`src/rtl/fp_mul_const_vec.sv`:
```
// Multi-lane FP32-style multiply-by-constant unit with round-to-nearest-even.
// Two-stage valid/ready pipeline: S1 captures operands/mode, S2 normalises, rounds and registers results.
module fp_mul_const_vec #(
    parameter int              LANES      = 4,
    parameter int              EXPO_WIDTH = 8,
    parameter int              MANT_WIDTH = 23,
    parameter logic [MANT_WIDTH:0] C0_MANT = 24'hB8AA3B,
    parameter int              C0_EXP     = 0,
    parameter logic [MANT_WIDTH:0] C1_MANT = 24'hB17218,
    parameter int              C1_EXP     = -1,
    parameter logic [MANT_WIDTH:0] C2_MANT = 24'h800000,
    parameter int              C2_EXP     = 0,
    parameter logic [MANT_WIDTH:0] C3_MANT = 24'h800000,
    parameter int              C3_EXP     = -1
) (
    input  logic                                           clk,
    input  logic                                           rst_n,
    input  logic                                           in_valid,
    output logic                                           in_ready,
    input  logic [1:0]                                     in_mode,
    input  logic [LANES*(1+EXPO_WIDTH+MANT_WIDTH)-1:0]     in_data,
    output logic                                           out_valid,
    input  logic                                           out_ready,
    output logic [LANES*(1+EXPO_WIDTH+MANT_WIDTH)-1:0]     out_data,
    output logic [2:0]                                     out_flags
);

    localparam int M  = MANT_WIDTH;
    localparam int E  = EXPO_WIDTH;
    localparam int DW = 1 + E + M;
    localparam int PW = 2 * M + 2;
    localparam int XW = E + 2;

    function automatic logic [M:0] const_mant(input logic [1:0] mode);
        case (mode)
            2'd0:    const_mant = C0_MANT;
            2'd1:    const_mant = C1_MANT;
            2'd2:    const_mant = C2_MANT;
            default: const_mant = C3_MANT;
        endcase
    endfunction

    function automatic logic signed [XW-1:0] const_exp(input logic [1:0] mode);
        case (mode)
            2'd0:    const_exp = XW'(C0_EXP);
            2'd1:    const_exp = XW'(C1_EXP);
            2'd2:    const_exp = XW'(C2_EXP);
            default: const_exp = XW'(C3_EXP);
        endcase
    endfunction

    logic                  s1_vld_r;
    logic [1:0]            s1_mode_r;
    logic [LANES*DW-1:0]   s1_data_r;
    logic                  out_vld_r;
    logic [LANES*DW-1:0]   out_data_r;
    logic [2:0]            out_flags_r;
    logic                  out_adv_s;
    logic                  s1_load_s;
    logic [LANES*DW-1:0]   lane_res_s;
    logic [2:0]            lane_flg_s [LANES];
    logic [2:0]            flags_or_s;

    assign out_adv_s = !out_vld_r || out_ready;
    assign s1_load_s = !s1_vld_r || out_adv_s;
    assign in_ready  = s1_load_s;
    assign out_valid = out_vld_r;
    assign out_data  = out_data_r;
    assign out_flags = out_flags_r;

    for (genvar g = 0; g < LANES; g++) begin : g_lane
        logic [DW-1:0]          op_s;
        logic                   sgn_s;
        logic [E-1:0]           ef_s;
        logic [M-1:0]           mf_s;
        logic [PW-1:0]          prod_s;
        logic [PW-1:0]          pn_s;
        logic [M-1:0]           mant_s;
        logic                   rnd_s;
        logic [M:0]             mant_rnd_s;
        logic signed [XW-1:0]   eout_s;
        logic [DW-1:0]          res_s;
        logic [2:0]             flg_s;

        assign op_s   = s1_data_r[g*DW +: DW];
        assign sgn_s  = op_s[DW-1];
        assign ef_s   = op_s[DW-2:M];
        assign mf_s   = op_s[M-1:0];
        assign prod_s = PW'({1'b1, mf_s}) * PW'(const_mant(s1_mode_r));
        // Align the leading one to the top bit so one rounding path serves both product ranges.
        assign pn_s   = prod_s[PW-1] ? prod_s : {prod_s[PW-2:0], 1'b0};
        assign mant_s = pn_s[PW-2:M+1];
        assign rnd_s  = pn_s[M] & ((|pn_s[M-1:0]) | mant_s[0]);
        assign mant_rnd_s = {1'b0, mant_s} + {{M{1'b0}}, rnd_s};
        assign eout_s = $signed({2'b00, ef_s}) + const_exp(s1_mode_r)
                      + $signed({{(XW-1){1'b0}}, prod_s[PW-1]})
                      + $signed({{(XW-1){1'b0}}, mant_rnd_s[M]});

        // Special-case priority: NaN, Inf, zero/subnormal input, overflow, underflow, normal.
        always_comb begin
            res_s = {DW{1'b0}};
            flg_s = 3'b000;
            if ((ef_s == {E{1'b1}}) && (mf_s != {M{1'b0}})) begin
                res_s = {sgn_s, {E{1'b1}}, 1'b1, mf_s[M-2:0]};
                flg_s = 3'b100;
            end else if (ef_s == {E{1'b1}}) begin
                res_s = {sgn_s, {E{1'b1}}, {M{1'b0}}};
            end else if (ef_s == {E{1'b0}}) begin
                res_s = {sgn_s, {(DW-1){1'b0}}};
            end else if (eout_s >= $signed({2'b00, {E{1'b1}}})) begin
                res_s = {sgn_s, {E{1'b1}}, {M{1'b0}}};
                flg_s = 3'b010;
            end else if (eout_s <= $signed({XW{1'b0}})) begin
                res_s = {sgn_s, {(DW-1){1'b0}}};
                flg_s = 3'b001;
            end else begin
                res_s = {sgn_s, eout_s[E-1:0], mant_rnd_s[M-1:0]};
            end
        end

        assign lane_res_s[g*DW +: DW] = res_s;
        assign lane_flg_s[g]          = flg_s;
    end

    // OR-reduce per-lane exception flags for the beat.
    always_comb begin
        flags_or_s = 3'b000;
        for (int i = 0; i < LANES; i++) begin
            flags_or_s = flags_or_s | lane_flg_s[i];
        end
    end

    // Pipeline registers: each stage loads when empty or when its successor advances.
    always_ff @(posedge clk) begin
        if (!rst_n) begin
            s1_vld_r    <= 1'b0;
            s1_mode_r   <= 2'b00;
            s1_data_r   <= {(LANES*DW){1'b0}};
            out_vld_r   <= 1'b0;
            out_data_r  <= {(LANES*DW){1'b0}};
            out_flags_r <= 3'b000;
        end else begin
            if (s1_load_s) begin
                s1_vld_r <= in_valid;
                if (in_valid) begin
                    s1_mode_r <= in_mode;
                    s1_data_r <= in_data;
                end
            end
            if (out_adv_s) begin
                out_vld_r <= s1_vld_r;
                if (s1_vld_r) begin
                    out_data_r  <= lane_res_s;
                    out_flags_r <= flags_or_s;
                end
            end
        end
    end

endmodule

```
`config.mk`:
```
export PLATFORM = sky130hd
export DESIGN_NAME = fp_mul_const_vec
export DESIGN_NICKNAME = d
export VERILOG_FILES = /design/src/rtl/fp_mul_const_vec.sv
export SDC_FILE = /design/constraint.sdc
export NUM_CORES = 2
export LEC_CHECK = 0
export BUFFER_PORTS_ARGS = -buffer_cell sky130_fd_sc_hd__buf_2
export CAP_MARGIN = 30
export CORE_AREA = 8 8 355 357
export CTS_CLUSTER_DIAMETER = 200
export CTS_CLUSTER_SIZE = 40
export DETAILED_ROUTE_END_ITERATION = 8
export DIE_AREA = 0 0 363 365
export GPL_ROUTABILITY_DRIVEN = 0
export GPL_TIMING_DRIVEN = 1
export PLACE_DENSITY_LB_ADDON = 0.12
export SLEW_MARGIN = 20
export SYNTH_ARGS = -nofsm -noshare
export SYNTH_HDL_FRONTEND = slang
export SYNTH_SLANG_ARGS = --single-unit
```
`constraint.sdc`:
```
create_clock -name clk -period 12.1 [get_ports clk]
set_input_delay 2.42 -clock clk [delete_from_list [all_inputs] [get_ports clk]]
set_output_delay 2.42 -clock clk [all_outputs]
set_load 0.01 [all_outputs]
```
==> impl_metrics.py <==
metrics = {
    "power_and_ir_drop": {
        "switchingPower_uw": 11900,
        "ir_drop_v": 0.000379,
        "p_comb_share_pct": 91.6,
        "p_seq_share_pct": 5.3,
        "swShare_pct": 60.0,
        "clkPwrFrac_pct": 3.1,
        "power_density_nw_per_um2": 256,
        "p_int_uw": 7930,
        "power.leakage_uw": 0.0416,
    },
    "worst_setup_path": {
        "r2r-start": "s1_mode_r[1]$_SDFFE_PN0P_",
        "crit_required_ps": 12550,
        "path_delay_family": "adder cells",
        "crit_fanout": 22,
        "critical_path_buf_inv_count": 10,
        "crit_slowest_cell": "fa_1",
        "crit_path_start_kind": "register",
        "path_common_cell": "fa_1",
        "cp-end-kind": "register",
        "crit_start": "s1_mode_r[1]$_SDFFE_PN0P_",
        "worstSetupPathType": "register to register",
        "cp.arrival_ps": 12160,
        "max_stage_delay_ps": 580,
    },
    "die": {
        "start_util_pct": 59.5,
        "die_x_um": 363,
        "dieHeight_um": 365,
        "core_um2": 121000,
        "dieArea_um2": 132000,
        "io_pins": 267,
        "rows": 128,
    },
    "clock_tree": {
        "clockBufferDepth": 3,
        "numCtsBuffers": 13,
        "htree_levels": 1,
        "insertion_delay_ps": 590,
        "root_buffer": "clkbuf_16",
        "path_clk_slew_ps": 120,
        "numClockSinks": 263,
        "tritoncts": "done",
    },
    "yosys": {
        "syn_avg_cell_area_um2": 8.59,
        "synthTopCellsByCount": "inv_1, ha_1, fa_1",
        "syn_inst": 8353,
        "ys_seq_area_share_pct": 7.34,
        "ys_ff_latch": 263,
        "synthesis.area_um2": 71700,
        "yosysTopAreaCellShare_pct": 31.7,
        "synthFlopType": "dfxtp_1",
        "synth.most_common_cell": "inv_1",
        "synth_edf_count": 0,
        "yosysTopAreaCell": "fa_1",
        "yosysUniqueCellTypes": 115,
        "async_reset_ff_share_pct": 0,
        "synth.area.top_cells": "fa_1, ha_1, inv_1",
        "ys_warn_count": 0,
    },
    "outcome": {
        "status": "complete, no violations",
    },
    "timing": {
        "fin_crit_sh_pct": 96.8,
        "maxSlewViolCount": 0,
        "skew_ps": 43.3,
        "fin_crit_ps": 11710,
        "fmax_mhz": 85.4,
        "rsz0062_at_grt": "true",
        "whs_ps": 465,
        "setup_violations": 0,
        "maxSlewHeadroom_pct": 34.0,
        "hold_viol": 0,
        "setup_slack_ps": 386,
        "worstMarginPinSlew_ps": 990,
    },
    "grt": {
        "grt_first_pass_wirelength_mm": 362,
        "grt_overflow": 0,
        "grt_pass1_vias": 62213,
        "antenna_found_initial": 10,
        "grt_usage_pct": 35.0,
        "grt_start_max_net_pins": 100,
    },
    "route": {
        "viasPerCell": 5.89,
        "wl_per_cell_um": 22.5,
        "drc": 0,
        "ant_nets": 0,
        "drt_wl_total_mm": 232,
        "dr.pass1.iters": 8,
        "drt_iter0_markers": 5441,
        "vias": 60711,
    },
    "cells_and_area": {
        "insertedDiodeCount": 0,
        "finalNetCount": 11125,
        "syn2layout_area_growth_pct": 7.96,
        "postLayoutCellArea_um2": 77400,
        "final_layout_size_suffix_gt1_share_pct": 8.65,
        "nFillCells": 10411,
    },
    "placement": {
        "dpl_worst_slack_ps": -540,
        "dpl.hpwl_mm": 200,
        "portBuffers": 266,
        "post_dp_cell_area_um2": 76500,
    },
    "worst_hold_path": {
        "hold_start": "out_data[95]$_SDFFE_PN0P_",
        "hold_class": "register to register",
    },
    "job": {
        "timing.max_cap.violations": 0,
    },
}
==> through the flow <==
step	std cells	TNS, ps	power [µW]	utilization (%)
global placement	10287	-11300	18400	63.4
CTS	10306	0	19300	63.9
detailed placement	10287	-14250	18500	63.4
finish	10316	0	19800	64.2
floorplan	8361	0	13600	-
global route	10316	-116	21700	64.2
==> worst reg2reg max path, delay by kind of cell, from the launching register on <==
kind / cells / cell delay, ps
fa+ha+maj: 11 / 5020
compound gates: 10 / 2640
buf+inv: 10 / 1710
simple gates: 8 / 1430
flops: 1 / 410
xor+xnor: 1 / 220
mux: 1 / 200
==> flip-flops by register name, summed over array words and instances, names as in the netlist <==
register / count
out_data: 128
s1_data_r: 128
out_flags: 3
s1_mode_r: 2
out_valid: 1
s1_vld_r: 1
==> power by group through the flow <==
stage	logic, µW	clock network [µW]	registers (µW)
2_1_floorplan	12500	0	1060
3_3_place_gp	17300	0	1070
5_1_grt	20000	642	1060
4_1_cts	17700	623	1050
6_report	18200	610	1050
3_5_place_dp	17500	0	1070
==> layer usage <==
metal	track usage [%]	up-vias	part of all wire, %
met5	0.980	-	0.012
met4	12.7	4	4.6
met3	10.2	592	12
met2	53.7	3055	43
met1	47.1	29472	41
li1	-	27588	-
==> final cells by class <==
| type | count | area (µm²) | share of cell area, % |
|---|---|---|---|
| clock buffers | 13 | 325 | 0.420 |
| flip-flops and latches | 263 | 5270 | 6.81 |
| repair buffers | 582 | 3860 | 4.98 |
| multi-input cells | 5932 | 58700 | 75.8 |
| clock inverters | 7 | 149 | 0.192 |
| inverters | 1894 | 7130 | 9.21 |
| well taps | 1625 | 2030 | 2.63 |
==> repair_timing <==
item,in CTS,in global routing
setup buffers,0,7
resized for setup,9,64
setup endpoints to repair,67,108
hold buffers,0,0
pin swaps,0,7
==> cell usage in the layout, fill, tap and decap left out, types with 78 or more instances in the layout <==
cell / netlist / layout
o21ai_0: 278 / 274
buf_4: 1 / 306
fa_1: 1135 / 1135
nor3_1: 104 / 99
nor2_1: 364 / 351
buf_2: 31 / 265
xor2_1: 125 / 123
dfxtp_1: 263 / 261
ha_1: 1170 / 1169
a21o_1: 97 / 97
nand4_1: 78 / 78
nand3_1: 103 / 103
a21oi_1: 502 / 498
inv_1: 1881 / 1875
xnor2_1: 224 / 220
nand2_1: 784 / 781
==> worst paths after layout <==
kind | slack, ps | endpoint | cells after the start
min reg2reg | 470 | out_data[95]$_SDFFE_PN0P_ | 2
max | 390 | out_data[48]$_SDFFE_PN0P_ | 41
min | 470 | out_data[95]$_SDFFE_PN0P_ | 2
max reg2reg | 390 | out_data[48]$_SDFFE_PN0P_ | 41
==> logic make-up after synthesis <==
family | count (synthesis) | share of synthesized area [%]
simple gates | 1851 | 12.1
fa+ha+maj | 2311 | 52.2
buf+inv | 2166 | 11.4
flops | 263 | 7.34
mux | 25 | 0.363
compound gates | 1383 | 12.2
xor+xnor | 352 | 4.33
other cells | 2 | 0.0105
Note: power is estimated with default switching activity, not from simulation.
